$ cat config.mk
export PLATFORM = sky130hd
export DESIGN_NAME = ws2811_rx_decoder
export DESIGN_NICKNAME = d
export VERILOG_FILES = /design/src/rtl/ws2811_rx_decoder.sv
export SDC_FILE = /design/constraint.sdc
export NUM_CORES = 1
export LEC_CHECK = 0
export ABC_CLOCK_PERIOD_IN_PS = 3000
export CORE_MARGIN = 8
export CORE_UTILIZATION = 58
export DETAILED_ROUTE_END_ITERATION = 12
export GPL_TIMING_DRIVEN = 0
export MAX_ROUTING_LAYER = met4
export PLACE_DENSITY = 0.8
export SYNTH_ARGS = -nofsm -noshare
export SYNTH_HDL_FRONTEND = slang
export SYNTH_SLANG_ARGS = --single-unit
$ cat constraint.sdc
create_clock -name clkIN -period 3 [get_ports clkIN]
set_clock_uncertainty 0.15 [all_clocks]
set_input_delay 0.45 -clock clkIN [delete_from_list [all_inputs] [get_ports clkIN]]
set_output_delay 0.45 -clock clkIN [all_outputs]
set_load 0.05 [all_outputs]
$ cat src/rtl/ws2811_rx_decoder.sv
// ws2811_rx_decoder: WS2811 NRZ receiver, pulse-width bit decode into 24-bit GRB pixels with latch detection (optional frameLenOUT under WS2811_RX_FRAME_LEN_EN)
module ws2811_rx_decoder #(
   parameter int BIT_THRESHOLD_CYCLES = 22,
   parameter int MIN_HIGH_CYCLES = 5,
   parameter int MAX_HIGH_CYCLES = 50,
   parameter int RESET_CYCLES = 2500,
   parameter int MAX_PIXELS = 256
) (
   input  logic clkIN,
   input  logic resetIN,
   input  logic dataIN,
   output logic [23:0] pixelOUT,
   output logic pixelValidOUT,
   output logic [$clog2(MAX_PIXELS)-1:0] pixelIndexOUT,
   output logic frameDoneOUT,
   output logic errorOUT,
`ifdef WS2811_RX_FRAME_LEN_EN
   output logic busyOUT,
   output logic [$clog2(MAX_PIXELS+1)-1:0] frameLenOUT
`else
   output logic busyOUT
`endif
);
   localparam int CW = $clog2(RESET_CYCLES+1);
   localparam int IW = $clog2(MAX_PIXELS);
   localparam int PW = $clog2(MAX_PIXELS+1);
   localparam logic [CW-1:0] ONE = CW'(1);
   localparam logic [CW-1:0] RST_C = CW'(RESET_CYCLES);
   localparam logic [CW-1:0] RST_M1 = CW'(RESET_CYCLES-1);
   localparam logic [CW-1:0] MIN_C = CW'(MIN_HIGH_CYCLES);
   localparam logic [CW-1:0] MAX_C = CW'(MAX_HIGH_CYCLES);
   localparam logic [CW-1:0] THR_C = CW'(BIT_THRESHOLD_CYCLES);
   localparam logic [PW-1:0] PMAX = PW'(MAX_PIXELS);
   typedef enum logic [1:0] {SYNC, LOW, HIGH} state_t;
   state_t state_q;
   logic s1_q, s2_q, h_q, rise_q, fall_q;
   logic [CW-1:0] cnt_q, cnt_d;
   logic [23:0] sh_q, pixel_q, word_d;
   logic [4:0] bits_q;
   logic [PW-1:0] pix_q, len_q;
   logic [IW-1:0] idx_q;
   logic valid_q, done_q, err_q, busy_q, bit_d;
   assign cnt_d = (cnt_q == RST_C) ? cnt_q : cnt_q + ONE;
   assign bit_d = cnt_q >= THR_C;
   assign word_d = {sh_q[22:0], bit_d};
   assign pixelOUT = pixel_q;
   assign pixelValidOUT = valid_q;
   assign pixelIndexOUT = idx_q;
   assign frameDoneOUT = done_q;
   assign errorOUT = err_q;
   assign busyOUT = busy_q;
`ifdef WS2811_RX_FRAME_LEN_EN
   assign frameLenOUT = len_q;
`else
   logic unused_len;
   assign unused_len = ^len_q;
`endif
   // Two-stage synchronizer, history stage, and registered edge flags aligned with h_q
   always_ff @(posedge clkIN) begin
      if (resetIN) begin
         s1_q <= 1'b0;
         s2_q <= 1'b0;
         h_q <= 1'b0;
         rise_q <= 1'b0;
         fall_q <= 1'b0;
      end else begin
         s1_q <= dataIN;
         s2_q <= s1_q;
         h_q <= s2_q;
         rise_q <= s2_q & ~h_q;
         fall_q <= ~s2_q & h_q;
      end
   end
   // Pulse-width FSM: measures the line, assembles pixels and drives registered strobes
   always_ff @(posedge clkIN) begin
      if (resetIN) begin
         state_q <= SYNC;
         cnt_q <= '0;
         sh_q <= '0;
         bits_q <= '0;
         pix_q <= '0;
         pixel_q <= '0;
         idx_q <= '0;
         len_q <= '0;
         valid_q <= 1'b0;
         done_q <= 1'b0;
         err_q <= 1'b0;
         busy_q <= 1'b0;
      end else begin
         valid_q <= 1'b0;
         done_q <= 1'b0;
         err_q <= 1'b0;
         case (state_q)
            SYNC: begin
               state_q <= (!h_q && cnt_d == RST_C) ? LOW : SYNC;
               cnt_q <= (h_q || cnt_d == RST_C) ? '0 : cnt_d;
            end
            LOW: begin
               if (rise_q) begin
                  state_q <= HIGH;
                  cnt_q <= ONE;
               end else begin
                  cnt_q <= cnt_d;
                  if (busy_q && cnt_q == RST_M1) begin
                     done_q <= 1'b1;
                     err_q <= bits_q != 5'd0;
                     len_q <= pix_q;
                     bits_q <= '0;
                     pix_q <= '0;
                     busy_q <= 1'b0;
                  end
               end
            end
            HIGH: begin
               if (fall_q && cnt_q < MIN_C) begin
                  err_q <= 1'b1;
                  bits_q <= '0;
                  state_q <= SYNC;
                  cnt_q <= '0;
               end else if (fall_q) begin
                  sh_q <= word_d;
                  busy_q <= 1'b1;
                  state_q <= LOW;
                  cnt_q <= ONE;
                  bits_q <= (bits_q == 5'd23) ? 5'd0 : bits_q + 5'd1;
                  if (bits_q == 5'd23 && pix_q != PMAX) begin
                     valid_q <= 1'b1;
                     pixel_q <= word_d;
                     idx_q <= pix_q[IW-1:0];
                     pix_q <= pix_q + PW'(1);
                  end
               end else if (cnt_d > MAX_C) begin
                  err_q <= 1'b1;
                  bits_q <= '0;
                  state_q <= SYNC;
                  cnt_q <= '0;
               end else begin
                  cnt_q <= cnt_d;
               end
            end
            default: state_q <= SYNC;
         endcase
      end
   end
endmodule

* After elaboration in Yosys (flattened, before gate mapping)
Index checks and enable logic that the tools add are counted.
Storage, ports and cells: output and inout port bits 36, memory bits (writable) 0, bits in latches 0, register bits after elaboration 92, bits in read-only memories 0, memories kept 0
Cells by class: bitwise operators 8, muxes and demuxes 39, multipliers 0, $add $sub $neg 3, shifts and indexed selects 0, order comparisons 3, reduce and logical (&&, ||, !) cells 18, equal/unequal tests 14, div/mod/pow operators 0
Operator list (number):
- two-way mux 12 bit | 6
- two-way mux 9 bit | 5
- == test 12 bit (second input constant) | 3
- one-hot mux 12 bit (3 select lines) | 1
- two-way mux 5 bit | 6
- one-hot mux 9 bit (2 select lines) | 1
- adder 12 x 1 -> 12 bit (second input constant) | 1
- >= comparator 12 x 5 -> 1 bit (second input constant) | 1
- greater-than comparator 12 x 6 -> 1 bit (second input constant) | 1
- less-than comparator 12 x 3 -> 1 bit (second input constant) | 1
- two-way mux 1 bit | 12
- inequality test 2 bit (second input constant) | 6
- one-hot mux 5 bit (2 select lines) | 1
- adder 9 x 1 -> 9 bit (second input constant) | 1
- inequality test 9 bit (second input constant) | 1
- two-way mux 2 bit | 4
- AND reduction 4 bit | 2
- inverter 1 bit | 6
- one-hot mux 2 bit (3 select lines) | 1
- AND reduction 6 bit | 1
- adder 5 x 1 -> 5 bit (second input constant) | 1
- == test 5 bit (second input constant) | 1
- AND reduction 5 bit | 1
- nonzero test 5 bit | 1
- other kinds (15) | 20

* Logic depth before layout (Yosys ltp)
Gate-level depths: netlist (run 1).
depth after elaboration 7, depth in mapped cells 12

* Least setup slack after synthesis (run 1)
Ideal clock, no wire load.
path kind register -> register, from reg cnt_q[0], to reg cnt_q[7], slack 0.449 ns, stages on the path, launching flop included 12, data arrival time 2.275 ns, setup time 0.126 ns, clock period less this slack 2.551 ns, path through dfxtp_1 -> buf_2 -> inv_1 -> ha_1 -> nand2_1 -> or4_1 -> buf_6 -> a2111oi_4 -> a211oi_2 -> buf_6 -> o211ai_2 -> o211ai_2
Between the ends: cells in the longest elaborated chain, start to end 7, elaborated cells on any way between the ends 14
RTL lines:
- start: declaration | line 37 | logic [CW-1:0] cnt_q, cnt_d;
- start signal: assignment | line 96 | cnt_q <= (h_q || cnt_d == RST_C) ? '0 : cnt_d;
- start signal: assignment | line 103 | cnt_q <= cnt_d;
- start signal: assignment | line 138 | cnt_q <= cnt_d;
- adder 12 x 1 -> 12 bit or == test 12 bit (tied branches) | line 43 | assign cnt_d = (cnt_q == RST_C) ? cnt_q : cnt_q + ONE;
- two-way mux 12 bit | line 43
- greater-than comparator 12 x 6 -> 1 bit | line 132 | end else if (cnt_d > MAX_C) begin
- two-way mux 12 bit | line 132
- two-way mux 12 bit | line 120 | end else if (fall_q) begin
- two-way mux 12 bit | line 115 | if (fall_q && cnt_q < MIN_C) begin
- one-hot mux 12 bit (3 select lines) (*) | line 93 | case (state_q)
Every way passes the cells marked *; elsewhere a longest branch is shown, timed or not. A chain may end at the register's enable or synchronous reset.

* Final worst setup path (run 1)
from reg cnt_q[0], to reg cnt_q[8]
The elaborated chain is that of the path after synthesis.

==> impl_metrics.toml, run 1 <==
[outcome]
status = "completed"

[logic_synthesis]
ys_ff_latch = 92
yosys.area.top_type_share_pct = 40.56
async_flop_share_pct = 0
syn_area_sq_um = 4541
avgSynthCellArea_sq_um = 8.036
synth_cell_types = 68
synth-seq-area-share_pct = 40.56
ys_top_cells_by_area = "dfxtp_1, nand2_1, a21oi_1"
ys.flop_type = "dfxtp_1"
synth_edf_count = 0
synthCells = 565
synth_top_area_cell = "dfxtp_1"
yosys_warnings = 0
synth_nets = 582

[worst_setup_path]
cp_slowest_stage_delay_ns = 0.48
worstSetupEndpointType = "flop"
worstPathArrival_ns = 2.99
cp_cell_sequence = "clkbuf_4 > inv_4 > ha_1 > nand2_1 > or4_1 > buf_6 > a2111oi_4 > a211oi_4 > buf_6 > nor3_2 > nor3_2"
worst_path_max_delay_cell = "or4_1"
crit_fanout = 10
path_class = "reg -> reg"
cp.required_ns = 3.09
cp-start-kind = "flop"

[sta]
finalCriticalPeriod_ns = 2.899
setup_viol = 0
timing.final.max_slew_violations = 0
period_share_pct = 96.62
setup_tns_ns = 0
clock.fmax_mhz = 345.0
slew_headroom_pct = 54.03
tightest_slew_ns = 0.6895
hold_viol = 0

[floorplan]
die_w_microns = 104.5
start_util_pct = 59.38
die_area_sq_um = 10920
core-area_sq_um = 7647
ios = 39
rows = 32
dieHeight_microns = 104.5

[global_routing]
grt_overflow = 0
antenna_found_initial = 0
grt_use_total_pct = 20.91
grt_pass1_wl_mm = 18.65
grt_max_degree = 19
first_global_vias = 3963

[cells_and_area]
drive_above_1_share_pct = 9.760
nets = 637
diodes = 0
final_cells = 727
syn_to_final_growth_pct = 17.91
nFillCells = 649

[power_and_ir_drop]
power_density_nw_per_um2 = 417.8
total_power_mw = 2.237
p_clk_share_pct = 40.2
ir_drop_uv = 281.1
p_sw_mw = 0.5680
combPwrFrac_pct = 4.7
p_leak_nw = 1.889
intPower_mw = 1.669
pwr-share-seq_pct = 55.0
p_sw_share_pct = 25.39

[clock_tree]
cts_tree = "yes"
clkSlewWorstSetupHoldPaths_ns = 0.10
clk_latency_ns = 0.37
numCtsBuffers = 9
ctsRootBufferMaster = "clkbuf_8"
cts_max_path_buffers = 2
cts_sinks = 92
htreeDepth = 3

[route]
wl_per_cell_microns = 15.37
drc = 0
dr.pass1.iters = 5
ant_nets = 0
drt-total-wl_mm = 11.18
vias = 4154
vias_per_cell = 5.714
first_iter_violations = 237

[job]
cap_violations = 0

[worst_hold_path]
min_path_type = "reg -> reg"

[placed_design]
gp_congestion = 0.9262
placed_cells = 705
dpl.hpwl_mm = 7.827
numPortBuffers = 38
## through the flow
step / area (sq um) / utilization [%] / worst slack (ns) / hold slack (ns)
finish: 5354 / 70.01 / 0.1015 / 0.2732
CTS: 5276 / 69.00 / 0.04300 / 0.2729
global route: 5354 / 70.01 / -0.001681 / 0.2835
floorplan: 4541 / - / 0.4487 / 0.2395
detailed placement: 5049 / 66.02 / -0.1684 / 0.2671
global placement: 5049 / 66.02 / -0.08331 / 0.2530
## worst paths after layout
kind	start	to	slack (ns)	depth (start not counted)
worst max-delay path	cnt_q[0]$_SDFFE_PP0P_	cnt_q[8]$_SDFFE_PP0P_	0.10	11
worst min register to register	s2_q$_SDFF_PP0_	fall_q$_SDFF_PP0_	0.27	1
worst min-delay path	s2_q$_SDFF_PP0_	fall_q$_SDFF_PP0_	0.27	1
worst max register to register	cnt_q[0]$_SDFFE_PP0P_	cnt_q[8]$_SDFFE_PP0P_	0.10	11
## state kept, by name, summed over array words and instances (netlist names)
register,cells
pixelOUT,24
bits_q,5
pixelValidOUT,1
pixelIndexOUT,8
frameDoneOUT,1
busyOUT,1
sh_q,23
state_q,2
h_q,1
fall_q,1
cnt_q,12
s1_q,1
pix_q,9
rise_q,1
s2_q,1
errorOUT,1
## layer usage
| layer | routed length, microns | share of wire (%) | up-vias | track usage (%) |
|---|---|---|---|---|
| met3 | 623 | 5.6 | 24 | 3.779 |
| met4 | 246 | 2.2 | 0 | 8.376 |
| met1 | 5015 | 45 | 1963 | 24.90 |
| met5 | 0 | 0 | - | - |
| li1 | - | - | 2054 | - |
| met2 | 5291 | 47 | 113 | 34.11 |
## critical path, delay by kind of cell, from the launching register on
family / cells / cell delay [ns]
DFF: 1 / 0.36
adders and majority gates: 1 / 0.16
and+or+nand+nor: 4 / 0.80
buffers and inverters: 4 / 0.67
AOI/OAI and AO/OA: 2 / 0.61
## cells in the mapped netlist (all sizes together), types with 8 or more instances
| cell | count |
|---|---|
| xor2 | 9 |
| ha | 14 |
| dfxtp | 92 |
| clkbuf | 24 |
| inv | 16 |
| nor2 | 33 |
| nor3 | 14 |
| nand3 | 10 |
| nor2b | 8 |
| a21oi | 71 |
| o21ai | 19 |
| and2 | 8 |
| buf | 14 |
| nand4 | 11 |
| nand2 | 135 |
## kinds of logic after synthesis
| family | Yosys count | share of synthesized area [%] |
|---|---|---|
| buf+inv | 56 | 6.696 |
| xor+xnor | 12 | 2.315 |
| fa+ha+maj | 14 | 3.858 |
| simple gates | 260 | 27.56 |
| mux | 3 | 0.6614 |
| flops | 92 | 40.56 |
| compound gates | 128 | 18.35 |
## placed cells by master (no fill, tap or decap), drive strengths merged, types with 5 or more instances in the layout
cell type,n
nand4,11
and2,8
or3,5
clkdlybuf4s50,38
nand2,135
o21ai,19
dfxtp,92
a21oi,71
a211oi,6
nor2,33
clkbuf,34
inv,19
and3,6
xor2,9
ha,14
nand3,10
nor2b,8
nor3,14
buf,19
## power by group through the flow
stage	Clock (mW)	Combinational, mW	Sequential (mW)
after floorplan	0	0.0724	1.26
after global placement	0	0.0972	1.26
after CTS	0.907	0.101	1.23
after detailed placement	0	0.100	1.26
after global routing	0.959	0.114	1.23
final	0.900	0.106	1.23
## cell type report
class	instances	area, sq um	share of cell area (%)
repair buffers	44	437.9	8.179
clock inverters	7	91.34	1.706
well taps	102	127.6	2.384
inverters	17	66.31	1.239
multi-input cells	417	2419	45.17
clock buffers	9	123.9	2.314
plain buffers	39	246.5	4.604
flip-flops and latches	92	1842	34.40
## what timing repair did
item | in CTS | in global routing
setup buffers | 0 | 6
gates resized for setup | 2 | 10
pin swaps | 0 | 4
endpoints found under the setup margin | 10 | 29
hold buffers | 0 | 0
Power figures use the tool's default switching activity.
==> run 2, diff against run 1 <==
--- a/config.mk
+++ b/config.mk
@@ -12,6 +12,7 @@
 export GPL_TIMING_DRIVEN = 0
 export MAX_ROUTING_LAYER = met4
 export PLACE_DENSITY = 0.8
+export REMOVE_ABC_BUFFERS = 1
 export SYNTH_ARGS = -nofsm -noshare
 export SYNTH_HDL_FRONTEND = slang
 export SYNTH_SLANG_ARGS = --single-unit
==> constraint.sdc (replaced) <==
create_clock -name clkIN -period 3 [get_ports clkIN]
set_clock_uncertainty 0.15 [all_clocks]
set_input_delay 0.45 -clock clkIN [delete_from_list [all_inputs] [get_ports clkIN]]
set_output_delay 0.45 -clock clkIN [all_outputs]
set_load 0.02 [all_outputs]
==> impl_metrics.toml, run 2 (synthesis results as in run 1) <==
[outcome]
status = "completed"

[sta]
tightest_slew_ns = 0.8962
fin_hold_ws_ns = 0.2614
clock.fmax_mhz = 346.0
setup_viol = 0
fin_ws_ns = 0.1101
finalCriticalPeriod_ns = 2.890
timing.final.max_slew_violations = 0
slew_headroom_pct = 40.25
period_share_pct = 96.33
hold_viol = 0

[floorplan]
dieHeight_microns = 104.5
die_area_sq_um = 10920
rows = 32
ios = 39
die_w_microns = 104.5
start_util_pct = 59.38
core-area_sq_um = 7647

[cells_and_area]
final_cells = 684
diodes = 0
drive_above_1_share_pct = 8.591
nFillCells = 610
largest_reg_flops = 24
fin_area_sq_um = 5125
post-route-util_pct = 67.02
register_area_sq_um = 1847
layout_common_cells = "nand2_1, dfxtp_1, a21oi_1"
nets = 595
syn_to_final_growth_pct = 12.87
final_common_cell = "nand2_1"
multi_input_area_sq_um = 2454

[clock_tree]
cts_tree = "yes"
numCtsBuffers = 9
ctsRootBufferMaster = "clkbuf_8"
cts_sinks = 92
htreeDepth = 3
clkSlewWorstSetupHoldPaths_ns = 0.09
clk_latency_ns = 0.36
postCtsHoldBufs = 0
cts_max_path_buffers = 2

[worst_hold_path]
min_path_type = "reg -> reg"
hold_start = "s2_q$_SDFF_PP0_"

[worst_setup_path]
worst_path_max_delay_cell = "or4b_1"
cp_cell_sequence = "or4b_1 > or4_4 > a2111oi_4 > a211oi_4 > buf_4 > o2111ai_1 > o311ai_1"
cp.required_ns = 3.06
worstSetupEndpointType = "flop"
r2r-start = "cnt_q[5]$_SDFFE_PP0P_"
crit_fanout = 12
worstPathArrival_ns = 2.95
cp_slowest_stage_delay_ns = 0.56
path_class = "reg -> reg"
cp-start-kind = "flop"
startpoint = "cnt_q[5]$_SDFFE_PP0P_"

[route]
met3WireLength_microns = 447
drt-total-wl_mm = 10.23
route.met2.wl_mm = 5.180
drc = 0
top_layer = "met4"
vias_per_cell = 5.836
wl_per_cell_microns = 14.95
first_iter_violations = 251
vias = 3992
dr.pass1.iters = 5
ant_nets = 0
wl_met1_mm = 4.422

[global_routing]
grt_pass1_wl_mm = 17.11
first_global_vias = 3659
antenna_found_initial = 0
grt_overflow = 0
grt_use_total_pct = 18.85
grt_max_degree = 88

[placed_design]
gp_congestion = 0.8951
numPortBuffers = 38
dpl.hpwl_mm = 6.463
postPlaceCellArea_sq_um = 4806
placed_cells = 666
pre_cts_ws_ns = -1.003

[power_and_ir_drop]
power_density_nw_per_um2 = 438.7
p_leak_nw = 1.787
ir_drop_uv = 241.5

[job]
cap_violations = 0
run 2: cell types whose count changed in the layout (fill, tap and decap cells not counted), moves of 2 or more:
| cell | before | now |
|---|---|---|
| buf_2 | 7 | 0 |
| buf_4 | 5 | 3 |
| buf_6 | 6 | 0 |
| clkbuf_1 | 22 | 0 |
| clkbuf_4 | 2 | 0 |
| dfxtp_1 | 92 | 88 |
| dfxtp_2 | 0 | 4 |
| nand2_1 | 134 | 132 |
| nand2_4 | 0 | 2 |
| o21ai_1 | 7 | 5 |
run 2: layout make-up:
| type | count | area share, % |
|---|---|---|
| multi-input cells | 417 | 47.88 |
| flip-flops and latches | 92 | 36.04 |
| repair buffers | 41 | 8.057 |
| well taps | 102 | 2.490 |
| clock buffers | 9 | 2.417 |
| clock inverters | 6 | 1.880 |
| inverters | 17 | 1.245 |
run 2: power by group:
group | internal (mW) | switching, mW
combinational | 0.0244 | 0.0479
sequential | 1.23 | 0.0163
clock | 0.475 | 0.458
run 2: through the flow:
step / setup TNS (ns) / power [mW]
floorplan: 0 / 1.304
global placement: -70.76 / 1.336
detailed placement: -36.86 / 1.337
CTS: 0 / 2.253
global route: -0.02099 / 2.324
finish: 0 / 2.248
run 2: metal layers:
layer	global-route usage, %	vias up
met2	31.28	98
met5	-	-
met4	8.376	0
met1	21.53	1923
met3	3.717	18
li1	-	1953
run 2: final timing paths:
check,slack (ns),endpoint,depth (start not counted)
setup reg to reg,0.11,cnt_q[3]$_SDFFE_PP0P_,7
hold reg to reg,0.26,fall_q$_SDFF_PP0_,1
setup / recovery,0.11,cnt_q[3]$_SDFFE_PP0P_,7
hold / removal,0.26,fall_q$_SDFF_PP0_,1
run 2: what timing repair did:
action | 4_1_cts | 5_1_grt
buffers inserted | 2 | 1
setup endpoints to repair | 58 | 56
pin swaps | 2 | 1
gates resized for setup | 10 | 8
hold endpoints to repair | 0 | 0
run 2: critical path: cells and delay by family (launching register included):
| family | cells | cell delay, ns |
|---|---|---|
| AOI/OAI and AO/OA | 4 | 0.90 |
| DFF | 1 | 0.43 |
| and+or+nand+nor | 2 | 1.09 |
| buffers and inverters | 1 | 0.18 |
==> run 3, diff against run 2 <==
--- a/config.mk
+++ b/config.mk
@@ -9,7 +9,6 @@
 export CORE_MARGIN = 8
 export CORE_UTILIZATION = 58
 export DETAILED_ROUTE_END_ITERATION = 12
-export GPL_TIMING_DRIVEN = 0
 export MAX_ROUTING_LAYER = met4
 export PLACE_DENSITY = 0.8
 export REMOVE_ABC_BUFFERS = 1
==> impl_metrics.toml, run 3 (synthesis results as in run 1) <==
[outcome]
status = "completed"

[power_and_ir_drop]
p_clk_share_pct = 40.1
p_sw_share_pct = 23.95
ir_drop_uv = 266.3
p_leak_nw = 1.899
intPower_mw = 1.684
combPwrFrac_pct = 4.1
pwr-share-seq_pct = 55.8
power_density_nw_per_um2 = 418.8
p_sw_mw = 0.5304

[route]
route.met2.wl_mm = 5.359
wl_met1_mm = 4.866
vias = 4004
drt-total-wl_mm = 10.70
wl_per_cell_microns = 14.94
ant_nets = 0
met3WireLength_microns = 373
vias_per_cell = 5.592
dr.pass1.iters = 5
drc = 0
first_iter_violations = 272
top_layer = "met4"

[sta]
clock.fmax_mhz = 357.8
fin_hold_ws_ns = 0.2631
timing.final.max_slew_violations = 0
hold_viol = 0
finalCriticalPeriod_ns = 2.795
setup_viol = 0
rsz0062_at_grt = "false"
setup_tns_ns = 0
period_share_pct = 93.17
slew_headroom_pct = 67.10
tightest_slew_ns = 0.4935

[clock_tree]
ctsRootBufferMaster = "clkbuf_8"
cts_max_path_buffers = 2
htreeDepth = 3
postCtsHoldBufs = 0
cts_tree = "yes"
clkSlewWorstSetupHoldPaths_ns = 0.09
numCtsBuffers = 9
cts_sinks = 92
clk_latency_ns = 0.36

[floorplan]
start_util_pct = 59.38
core-area_sq_um = 7647
dieHeight_microns = 104.5
die_area_sq_um = 10920
rows = 32
ios = 39
die_w_microns = 104.5

[global_routing]
first_global_vias = 3749
grt_pass1_wl_mm = 18.03
grt_use_total_pct = 20.11
antenna_found_initial = 0
grt_overflow = 0
grt_max_degree = 57

[cells_and_area]
register_area_sq_um = 1842
nets = 626
diodes = 0
syn_to_final_growth_pct = 16.48
layout_common_cells = "nand2_1, dfxtp_1, a21oi_1"
nFillCells = 626
multi_input_area_sq_um = 2397
largest_reg_flops = 24
final_common_cell = "nand2_1"
final_cells = 716
drive_above_1_share_pct = 11.56

[worst_hold_path]
min_path_type = "reg -> reg"

[job]
cap_violations = 0

[worst_setup_path]
critPathTopFamily = "compound AO/OA/AOI/OAI gates"
worst_path_max_delay_cell = "or4_1"
cp-start-kind = "flop"
crit_fanout = 8
worstSetupEndpointType = "flop"
cp_cell_sequence = "inv_1 > ha_1 > nand2_1 > or4_1 > a2111oi_4 > a211oi_2 > buf_4 > o2111ai_1 > o311ai_1"
path_buf_inv = 2
cp_slowest_stage_delay_ns = 0.66
cp.required_ns = 3.08
worstPathArrival_ns = 2.88
path_class = "reg -> reg"

[placed_design]
placed_cells = 700
gp_congestion = 0.9074
numPortBuffers = 38
dpl.hpwl_mm = 7.664
[run 3: per-stage QoR]
stage	cell area, sq um	power, mW	worst slack [ns]	util, %
3_3_place_gp	5071	1.353	0.2031	66.31
4_1_cts	5286	2.232	0.1319	69.13
6_report	5289	2.215	0.2050	69.16
3_5_place_dp	5071	1.354	0.1456	66.31
2_1_floorplan	4300	1.304	0.04043	-
5_1_grt	5289	2.297	0.0009770	69.16
[run 3: routing by layer]
layer / track usage (%) / up-vias
li1: - / 2025
met4: 5.481 / 0
met3: 3.717 / 7
met2: 32.88 / 79
met5: - / -
met1: 24.77 / 1893
[run 3: power groups by stage]
stage	clock (mW)	sequential, mW	combinational, mW
after floorplan	0	1.26	0.0398
after global placement	0	1.26	0.0895
after detailed placement	0	1.26	0.0900
after CTS	0.906	1.24	0.0906
after global routing	0.959	1.24	0.0997
final	0.887	1.24	0.0914
[run 3: repair_timing]
item	4_1_cts	5_1_grt
buffers inserted	0	0
setup endpoints to repair	0	11
resized for setup	0	1
[run 3: path summary, 6_finish.rpt]
| kind | startpoint | to | slack, ns | cells past startpoint |
|---|---|---|---|---|
| worst max-delay path | cnt_q[0]$_SDFFE_PP0P_ | cnt_q[3]$_SDFFE_PP0P_ | 0.21 | 9 |
| worst max register to register | cnt_q[0]$_SDFFE_PP0P_ | cnt_q[3]$_SDFFE_PP0P_ | 0.21 | 9 |
| worst min-delay path | s2_q$_SDFF_PP0_ | fall_q$_SDFF_PP0_ | 0.26 | 1 |
| worst min register to register | s2_q$_SDFF_PP0_ | fall_q$_SDFF_PP0_ | 0.26 | 1 |
[run 3: final cells by class]
cell class                      instances  share of cell area, %
Sequential cell                        92                  34.82
Timing Repair Buffer                   72                  12.16
Tap cell                              102                  2.413
Clock inverter                          6                  1.467
Inverter                               17                  1.207
Clock buffer                           10                  2.602
Multi-Input combinational cell        417                  45.33
